$ cat src/rtl/pc_sequencer.sv
// Program-counter sequencer: boots, fetches sequentially, and handles memory wait, stall, branch and halt.
// Define PC_SEQ_PERF_EN to add the stall_cycles performance counter output.
module pc_sequencer (
   input  logic        clk,
   input  logic        rst_n,
   input  logic        imem_ready,
   input  logic        stall,
   input  logic        branch_taken,
   input  logic [15:0] branch_target,
   input  logic        halt,
   output logic        imem_req,
   output logic [15:0] imem_addr,
   output logic [15:0] pc_next,
   output logic        pc_we,
   output logic        insn_valid,
   output logic        halted
`ifdef PC_SEQ_PERF_EN
   ,
   output logic [15:0] stall_cycles
`endif
);

   typedef enum logic [1:0] {
      BOOT     = 2'd0,
      FETCH    = 2'd1,
      WAIT_MEM = 2'd2,
      HALTED   = 2'd3
   } state_t;

   state_t      state;
   state_t      state_nxt;
   logic [15:0] pc;

   always_ff @(posedge clk or negedge rst_n) begin
      if (!rst_n) begin
         state <= BOOT;
         pc    <= 16'h0000;
      end else begin
         state <= state_nxt;
         if (pc_we) pc <= pc_next;
      end
   end

   assign imem_addr = pc;

   always_comb begin
      state_nxt  = state;
      imem_req   = 1'b0;
      pc_next    = pc;
      pc_we      = 1'b0;
      insn_valid = 1'b0;
      halted     = 1'b0;
      case (state)
         BOOT: state_nxt = FETCH;
         FETCH, WAIT_MEM: begin
            imem_req = 1'b1;
            // Redirect wins over everything and squashes any word returned this cycle.
            if (branch_taken) begin
               pc_next   = branch_target;
               pc_we     = 1'b1;
               state_nxt = FETCH;
            end else if (stall) begin
               state_nxt = state;
            end else if (!imem_ready) begin
               state_nxt = WAIT_MEM;
            end else begin
               insn_valid = 1'b1;
               if (halt) begin
                  state_nxt = HALTED;
               end else begin
                  pc_next   = pc + 16'd2;
                  pc_we     = 1'b1;
                  state_nxt = FETCH;
               end
            end
         end
         HALTED: halted = 1'b1;
         default: state_nxt = BOOT;
      endcase
   end

`ifdef PC_SEQ_PERF_EN
   logic stall_inc;

   // A WAIT_MEM cycle that is also stalled counts once.
   assign stall_inc = (state == WAIT_MEM) ||
                      ((state == FETCH) && stall && !branch_taken);

   always_ff @(posedge clk or negedge rst_n) begin
      if (!rst_n) begin
         stall_cycles <= 16'h0000;
      end else if (stall_inc && (stall_cycles != 16'hFFFF)) begin
         stall_cycles <= stall_cycles + 16'd1;
      end
   end
`endif

endmodule

$ cat config.mk
export PLATFORM = sky130hd
export DESIGN_NAME = pc_sequencer
export DESIGN_NICKNAME = d
export VERILOG_FILES = /design/src/rtl/pc_sequencer.sv
export SDC_FILE = /design/constraint.sdc
export NUM_CORES = 1
export LEC_CHECK = 0
export ABC_AREA = 1
export ABC_CLOCK_PERIOD_IN_PS = 4900
export CAP_MARGIN = 30
export CORE_UTILIZATION = 40
export CTS_CLUSTER_DIAMETER = 50
export DETAILED_ROUTE_END_ITERATION = 7
export PLACE_DENSITY = 0.76
export SLEW_MARGIN = 20
export SYNTH_ARGS = -nofsm -noshare
export SYNTH_HDL_FRONTEND = slang
export SYNTH_SLANG_ARGS = --single-unit
$ cat constraint.sdc
create_clock -name clk -period 4.9 [get_ports clk]
set_input_delay 0.735 -clock clk [delete_from_list [all_inputs] [get_ports clk]]
set_output_delay 0.735 -clock clk [all_outputs]
set_load 0.02 [all_outputs]
==> results of run 1 <==
==> metal layers <==
layer	up-vias	GRT usage (%)	part of all wire [%]
met5	-	0	0
met4	0	7.97	1.8
met3	7	3.46	4.0
met2	40	39.1	50
met1	684	25.9	44
li1	759	-	-
==> cell usage after synthesis <==
master                     count
sky130_fd_sc_hd__o21bai_1      2
sky130_fd_sc_hd__nand3_2       3
sky130_fd_sc_hd__nor2_8        1
sky130_fd_sc_hd__ha_1          3
sky130_fd_sc_hd__nand4_4       1
sky130_fd_sc_hd__o211ai_1      6
sky130_fd_sc_hd__nand2_1      54
sky130_fd_sc_hd__buf_4         1
sky130_fd_sc_hd__o221ai_1      4
sky130_fd_sc_hd__inv_1        24
sky130_fd_sc_hd__nor3_4        1
sky130_fd_sc_hd__a21oi_1       4
sky130_fd_sc_hd__nor2_1        7
sky130_fd_sc_hd__nor2_2        4
sky130_fd_sc_hd__nor3_2        1
sky130_fd_sc_hd__nor3_1        3
sky130_fd_sc_hd__or2_1         1
sky130_fd_sc_hd__o21ai_1       4
sky130_fd_sc_hd__nand3_1      29
sky130_fd_sc_hd__inv_2         5
sky130_fd_sc_hd__buf_2         1
sky130_fd_sc_hd__nand4_1       2
sky130_fd_sc_hd__o21ai_0       8
sky130_fd_sc_hd__xor2_1        1
sky130_fd_sc_hd__dfrtp_1      18
sky130_fd_sc_hd__o311ai_1      2
sky130_fd_sc_hd__nand2_2       1
sky130_fd_sc_hd__clkbuf_1      1
==> state kept, by name (all words and copies together), names as in the netlist <==
name and flops:
imem_addr 16, state 2
==> final timing paths <==
check / depth (start not counted) / slack (ns) / from / endpoint
max in group asynchronous: 1 / 3.50 / rst_n / state[1]
hold / removal: 2 / 0.51 / imem_addr[0] / imem_addr[0]
min in group asynchronous: 1 / 0.89 / rst_n / imem_addr[15]
setup / recovery: 7 / 0.87 / state[0] / pc_next[7]
setup reg to reg: 7 / 2.44 / state[0] / state[0]
hold reg to reg: 2 / 0.51 / imem_addr[0] / imem_addr[0]
==> area by class of cell <==
class,instances,area (sq um)
multi-input combinational,142,776
timing repair buffer,57,571
clock buffer,4,36.3
tap,44,55.1
inverter,29,109
sequential,18,450
fill,298,1130
==> layout by cell type, fill, tap and decap left out, drive strengths merged, types with 2 or more instances in the layout <==
master | Yosys | layout
o21bai | 2 | 2
inv | 29 | 29
o21ai | 12 | 12
ha | 3 | 3
nand2 | 55 | 55
clkdlybuf4s50 | 0 | 57
nand4 | 3 | 3
nor3 | 5 | 5
dfrtp | 18 | 18
o211ai | 6 | 6
nand3 | 32 | 32
clkbuf | 1 | 4
o311ai | 2 | 2
nor2 | 12 | 12
a21oi | 4 | 4
o221ai | 4 | 4
==> per-stage QoR <==
step	utilization, %	hold slack [ns]	std cells
floorplan	-	0.439	192
global placement	62.7	0.485	290
detailed placement	62.7	0.492	290
CTS	63.8	0.519	294
global route	63.8	0.566	294
finish	63.8	0.508	294
==> logic make-up (layout without fill, tap and decap cells) <==
family | count (synthesis) | count (layout)
xor gates and xnor gates | 1 | 1
adders and majority gates | 3 | 3
AOI/OAI and AO/OA | 30 | 30
and+or+nand+nor | 108 | 108
DFF | 18 | 18
buffers and inverters | 32 | 90
==> worst register-to-register path, stage by stage, from the launching register on <==
cell and delay [ns]:
sky130_fd_sc_hd__dfrtp_1 0.37, sky130_fd_sc_hd__inv_1 0.05, sky130_fd_sc_hd__ha_1 0.56, sky130_fd_sc_hd__inv_2 0.19, sky130_fd_sc_hd__nor2_1 0.67, sky130_fd_sc_hd__inv_1 0.22, sky130_fd_sc_hd__o21ai_0 0.19, sky130_fd_sc_hd__o21ai_0 0.10
==> where the power goes <==
| part | internal, mW | switching, mW | total (mW) |
|---|---|---|---|
| registers | 0.220 | 0.0808 | 0.301 |
| logic | 0.437 | 0.576 | 1.01 |
| clock network | 0.0455 | 0.0525 | 0.0980 |
==> results.md, run 1 <==
Clock tree:
- The TritonCTS clock tree is built.
- Buffers added to address setup during post-CTS repair amount to 0.
- The insertion delay to the later sink of the worst-skew pair is slightly above 0.3 ns.
- The clock passes through at most 2 buffers.
- The cell chosen for the clock root is sky130_fd_sc_hd__clkbuf_4.
- After clock tree synthesis, the clock-pin slew on the worst setup and hold paths is approximately 0.11 ns.
- The number of levels in the clock H-tree is 1.
- The number of buffers inserted for hold repair after clock tree synthesis is 0.
- Buffers inserted during clock tree synthesis total 3.
- The total number of clock tree sinks is 18.
- The number of gates resized after CTS was 0.

Die:
- The initial core utilization is 43.2%.
- The die covers between 3000 and 4000 sq um.
- After floorplanning, the core was divided into 20 placement rows.
- The horizontal extent of the die is ~60 um.
- From bottom edge to top edge, the die measures around 60 um.
- The count of boundary I/O pins is 58.
- The core area is 3130 sq um.

Outcome:
- The run finished with clean final reports.

Critical path:
- The slowest library cell on the worst path is sky130_fd_sc_hd__nor2_1.
- The setup path with the least slack is of type register to output pin.
- Of all nets on the critical path, the largest fanout is 15.
- The signal on the critical path passes through inv_1 > ha_1 > inv_2 > nor2_1 > o21ai_0 > o211ai_1 > clkdlybuf4s50_1.
- The sort of element at the end of the critical path is an output pin.
- The worst setup path is launched from a register.
- Together, buffers and inverters on the worst path number 3.
- In this design, the stage delay of the slowest critical-path cell is between 0.6 and 0.7 ns.
- The data arrival time of the worst path is 3.30 ns.
- At the worst endpoint, the required time is between 4 and 5 ns.
- On the critical path the largest part of the delay comes from buffers and inverters.

Placed design:
- The placed wire-length estimate after detailed placement is between 2000 and 3000 um.
- The routability congestion estimate is just over 0.8.
- Prior to clock tree synthesis, the placed netlist has a worst setup slack of ~1.2 ns.
- The standard cell area after detailed placement is 1960 sq um.
- The count of input and output buffers is 57.

Routing:
- After detailed routing, the number of vias per cell comes to ~5.1.
- The wire length per cell after detailed routing is 12.3 um.
- The starting DRC count in detailed routing is between 50 and 60.
- The DRC violation count after routing is 0.
- The first detailed-routing pass took 4 iterations.
- In this run the remaining antenna-violating nets after routing total 0.
- The total via count after detailed routing is approximately 1.5k.
- The total detailed-routing wirelength is roughly 3600 um.

STA:
- Setup violations remaining at the end of the flow were counted as 0.
- Setup repair after global routing left no endpoint under its margin.
- The worst pin sits at a relative slew slack of about 44%.
- For this run, the top clock speed supported by timing is ~0.25 GHz.
- The aggregate negative setup slack is 0 ns.
- The clock period minus final worst setup slack is 4.03 ns.
- The slack of the critical path is approximately 0.87 ns.
- Across the routed clock network, the largest skew measured is 0.00350 ns.
- In the finished design, the share of the clock period the worst path needs comes to roughly 82%.
- The number of hold violations in the final report is 0.
- The transition at the pin with the smallest max-transition slack is 0.837 ns.
- The max-slew violation total from the final report is 0.

Global route:
- The largest net degree at the start of global routing is 19.
- The initial antenna violation count was 0.
- The first-pass GRT wire length is a little under 6000 um.
- The global routing usage summed across all routing layers is 21.8%.
- The number of global-route vias before repair is around 1.4k.
- Global routing finished with a remaining overflow of 0.

Synth:
- After synthesis the cells add up to 1350 sq um.
- The synthesized netlist devotes 14.3% of its cell area to compound gates.
- The Yosys step of the flow raised 0 warnings.
- The portion of synthesized area spent on multiplexers is 0%.
- The arithmetic-cell share of the synthesized area counting full adders, half adders and majority gates is 2.78%.
- Sorting the synthesized cells by area gives the leading types as sky130_fd_sc_hd__dfrtp_1 (33%), sky130_fd_sc_hd__nand2_1 (15%), sky130_fd_sc_hd__nand3_1 (11%).
- The number of distinct library cells after synthesis is 28.
- In this run the mean area of a mapped cell was a little over 7 sq um.
- The cell taking the most area after synthesis is sky130_fd_sc_hd__dfrtp_1.
- The top cell type by area accounts for roughly 33% of the synthesized area.
- The share of synthesized cell area in and, or, nand and nor gates is 39.7%.
- Counting every net in the synthesized netlist gives around 220.
- The share of the yosys chip area belonging to registers is roughly a third.
- The number of standard cells after synthesis is 192.
- The main combinational cell family by area after synthesis is simple AND/OR/NAND/NOR gates.
- The synthesized-area fraction occupied by xor and xnor cells is less than 1%.
- The synthesized flop and latch total is 18.

Final layout:
- The final non-filler cell area is around 2000 sq um.
- The net count of the finished layout is 276.
- The antenna diode count is 0.
- The fraction of layout instances using a drive strength above 1 is roughly 8.4%.
- The area added between synthesis and finish is 47.8%.

Power:
- The maximum vdd drop is 0.375 mV.
- The leakage power figure is just over 0.9 nW.
- For this design the ratio of total power to cell area is approximately 710 nW/um^2.
- The total design power is around 1.4 mW.

Min path:
- The worst hold path belongs to the class register to register.

Run:
- Across the run, the number of max-cap violations was 0.
No activity file was read; power rests on OpenSTA's default activity.
==> run 2, diff against run 1 <==
- ABC_CLOCK_PERIOD_IN_PS: 4900 -> 3520
- CORE_UTILIZATION: 40 -> 38
- clock period: 4.9 -> 3.52 ns (I/O delays scaled with it)
==> results.md, run 2 (synthesis gave the netlist of run 1 again) <==
Clock tree:
- The insertion delay to the later sink of the worst-skew pair is about 0.3 ns.
- The number of levels in the clock H-tree is 1.
- TritonCTS built the clock tree.
- The clock input transition at the sequential cells of the worst setup and hold paths is ~0.11 ns.
- No sink is reached through more buffers than the 2 on the longest clock path.
- The root buffer cell chosen for the clock tree is sky130_fd_sc_hd__clkbuf_4.
- In this run the post-CTS setup repair buffer count came out at 0.
- Gates resized during post-CTS repair numbered 0.
- The total number of clock tree sinks is 18.
- In this run, post-CTS hold repair placed 0 buffers.
- Clock tree synthesis inserted a total of 3 buffers.

Final layout:
- Leaving out fill and tap cells, the most frequent cells in the layout are sky130_fd_sc_hd__clkdlybuf4s50_1 (57), sky130_fd_sc_hd__nand2_1 (54), sky130_fd_sc_hd__nand3_1 (29).
- The final non-filler cell area is 2020 sq um.
- At the end of the flow the core is filled with cells to roughly 60%.
- The most frequent standard cell in the layout excluding fill and tap cells is sky130_fd_sc_hd__clkdlybuf4s50_1.
- 0 antenna diodes ended up in the layout.
- The area added between synthesis and finish is 49.4%.
- The post-layout instance count excluding filler cells is roughly 300.
- The flip-flop count of the largest register, all copies and words added is 16.
- In the final layout, the share of cells above drive strength 1 is a little under a tenth.
- Fill cells in the final layout number roughly 340.
- The count of nets after finishing is 280.

Critical path:
- STA classifies the critical path endpoint as an output pin.
- In this design, the largest share of critical-path delay is due to buffers and inverters.
- At the worst endpoint, the required time is 2.99 ns.
- The startpoint kind of the worst setup timing path is a register.
- The signal on the critical path passes through inv_1 > ha_1 > nand2_1 > inv_1 > buf_4 > nand2_1 > o211ai_1 > clkdlybuf4s50_1.
- Among all stages on the critical path, the largest delay is contributed by sky130_fd_sc_hd__clkdlybuf4s50_1.
- On the worst path, the slowest cell contributes a delay of between 0.6 and 0.7 ns.
- The classification of the worst setup path is register to output pin.
- The data arrival time of the worst path is between 2 and 3 ns.
- Of all nets on the critical path, the largest fanout is 9.
- The buffers plus inverters on the worst setup path is 4.

Die:
- The die covers 3800 sq um.
- The horizontal extent of the die is about 62 um.
- The core area is between 3000 and 4000 sq um.
- Measured along the y axis, the die boundary spans approximately 62 um.
- The total number of placement rows is 21.
- The count of boundary I/O pins is 58.
- The initial utilization of the core area, before any placement, comes to between 40% and 50%.

Power:
- The total design power is 1.96 mW.
- For this design the ratio of total power to cell area is 969 nW/um^2.
- The leakage power figure is 0.935 nW.
- The worst-case IR drop observed on VDD is 0.401 mV.

STA:
- The clock period minus final worst setup slack is approximately 3.2 ns.
- Setup repair after global routing left no endpoint under its margin.
- The aggregate negative setup slack is 0 ns.
- Setup violations remaining at the end of the flow were counted as 0.
- The slack of the critical path is 0.322 ns.
- Of the available clock period, the critical path in the final layout requires 90.9%.
- Final hold analysis gives a worst-case slack of 0.513 ns.
- The maximum clock frequency is approximately 0.31 GHz.
- The max-slew violation total from the final report is 0.
- The relative slew slack is roughly two thirds.
- The transition at the pin with the smallest max-transition slack is just under 0.5 ns.
- The final setup skew is 0.00429 ns.
- The number of hold violations in the final report is 0.

Global route:
- The number of global-route vias before repair is 1282.
- The largest net degree at the start of global routing is 19.
- The global route total overflow is 0.
- The first-pass GRT wire length is roughly 5700 um.
- The initial antenna violation count is 0.
- The global routing usage summed across all routing layers is roughly 20%.

Routing:
- For this block, the via count after detailed routing is between 1k and 1.5k.
- The final layout contains routed wiring with a total length of around 3500 um.
- For this run, the detailed router's first-pass iteration total came to 4.
- The wire length per cell after detailed routing is 11.8 um.
- The DRC violation count after routing is 0.
- Once detail routing completed, the nets flagged for antenna violations numbered 0.
- Dividing the detail-routed via count by the number of cells gives 4.96.
- In this run, the number of DRC markers left after iteration 0 of detailed routing was 46.

Outcome:
- The flow ran to the end, and the final reports show no timing, DRC or antenna violations.

Placed design:
- The placed wire-length estimate after detailed placement is roughly 2800 um.
- After detailed placement, the total cell area comes to 1990 sq um.
- The worst slack at placement is approximately 0.45 ns.
- The number of placed instances with taps included is approximately 300.
- Routability-driven placement finished with a final weighted congestion of between 0.8 and 0.9.
- The count of input and output buffers is 57.

Run:
- The tool flagged a number of max-cap violations equal to 0.

Min path:
- The type of the most critical hold path is register to register.
run 2: path summary, 6_finish.rpt:
| check | startpoint | endpoint | slack (ns) | cells past startpoint |
|---|---|---|---|---|
| worst max register to register | state[0] | imem_addr[1] | 1.69 | 7 |
| worst max-delay path | state[0] | pc_next[7] | 0.32 | 8 |
| max in group asynchronous | rst_n | imem_addr[14] | 2.52 | 2 |
| worst min-delay path | imem_addr[0] | imem_addr[0] | 0.51 | 2 |
| min in group asynchronous | rst_n | state[0] | 0.54 | 1 |
| worst min register to register | imem_addr[0] | imem_addr[0] | 0.51 | 2 |
run 2: report_power, final:
| group | internal (mW) | total (mW) | switching (mW) |
|---|---|---|---|
| registers | 0.306 | 0.420 | 0.114 |
| clock network | 0.0400 | 0.107 | 0.0675 |
| logic | 0.634 | 1.43 | 0.796 |
run 2: worst min-delay path, cell delays in order (launching register included):
cell and delay, ns:
sky130_fd_sc_hd__dfrtp_1 0.36, sky130_fd_sc_hd__nand2_1 0.07, sky130_fd_sc_hd__nand2_1 0.06
run 2: final cells by class:
type | count | area, sq um | share of cell area [%]
repair buffers | 61 | 604 | 29.9
well taps | 46 | 57.6 | 2.85
flip-flops and latches | 18 | 450 | 22.3
inverters | 29 | 109 | 5.39
multi-input cells | 142 | 776 | 38.4
clock buffers | 3 | 22.5 | 1.12
run 2: routing by layer:
layer / global-route usage [%] / vias up / share of wire, %
met5: 0 / - / 0
met3: 2.52 / 5 / 5.8
li1: - / 772 / -
met4: 6.67 / 0 / 1.2
met2: 33.9 / 50 / 46
met1: 27.2 / 655 / 47
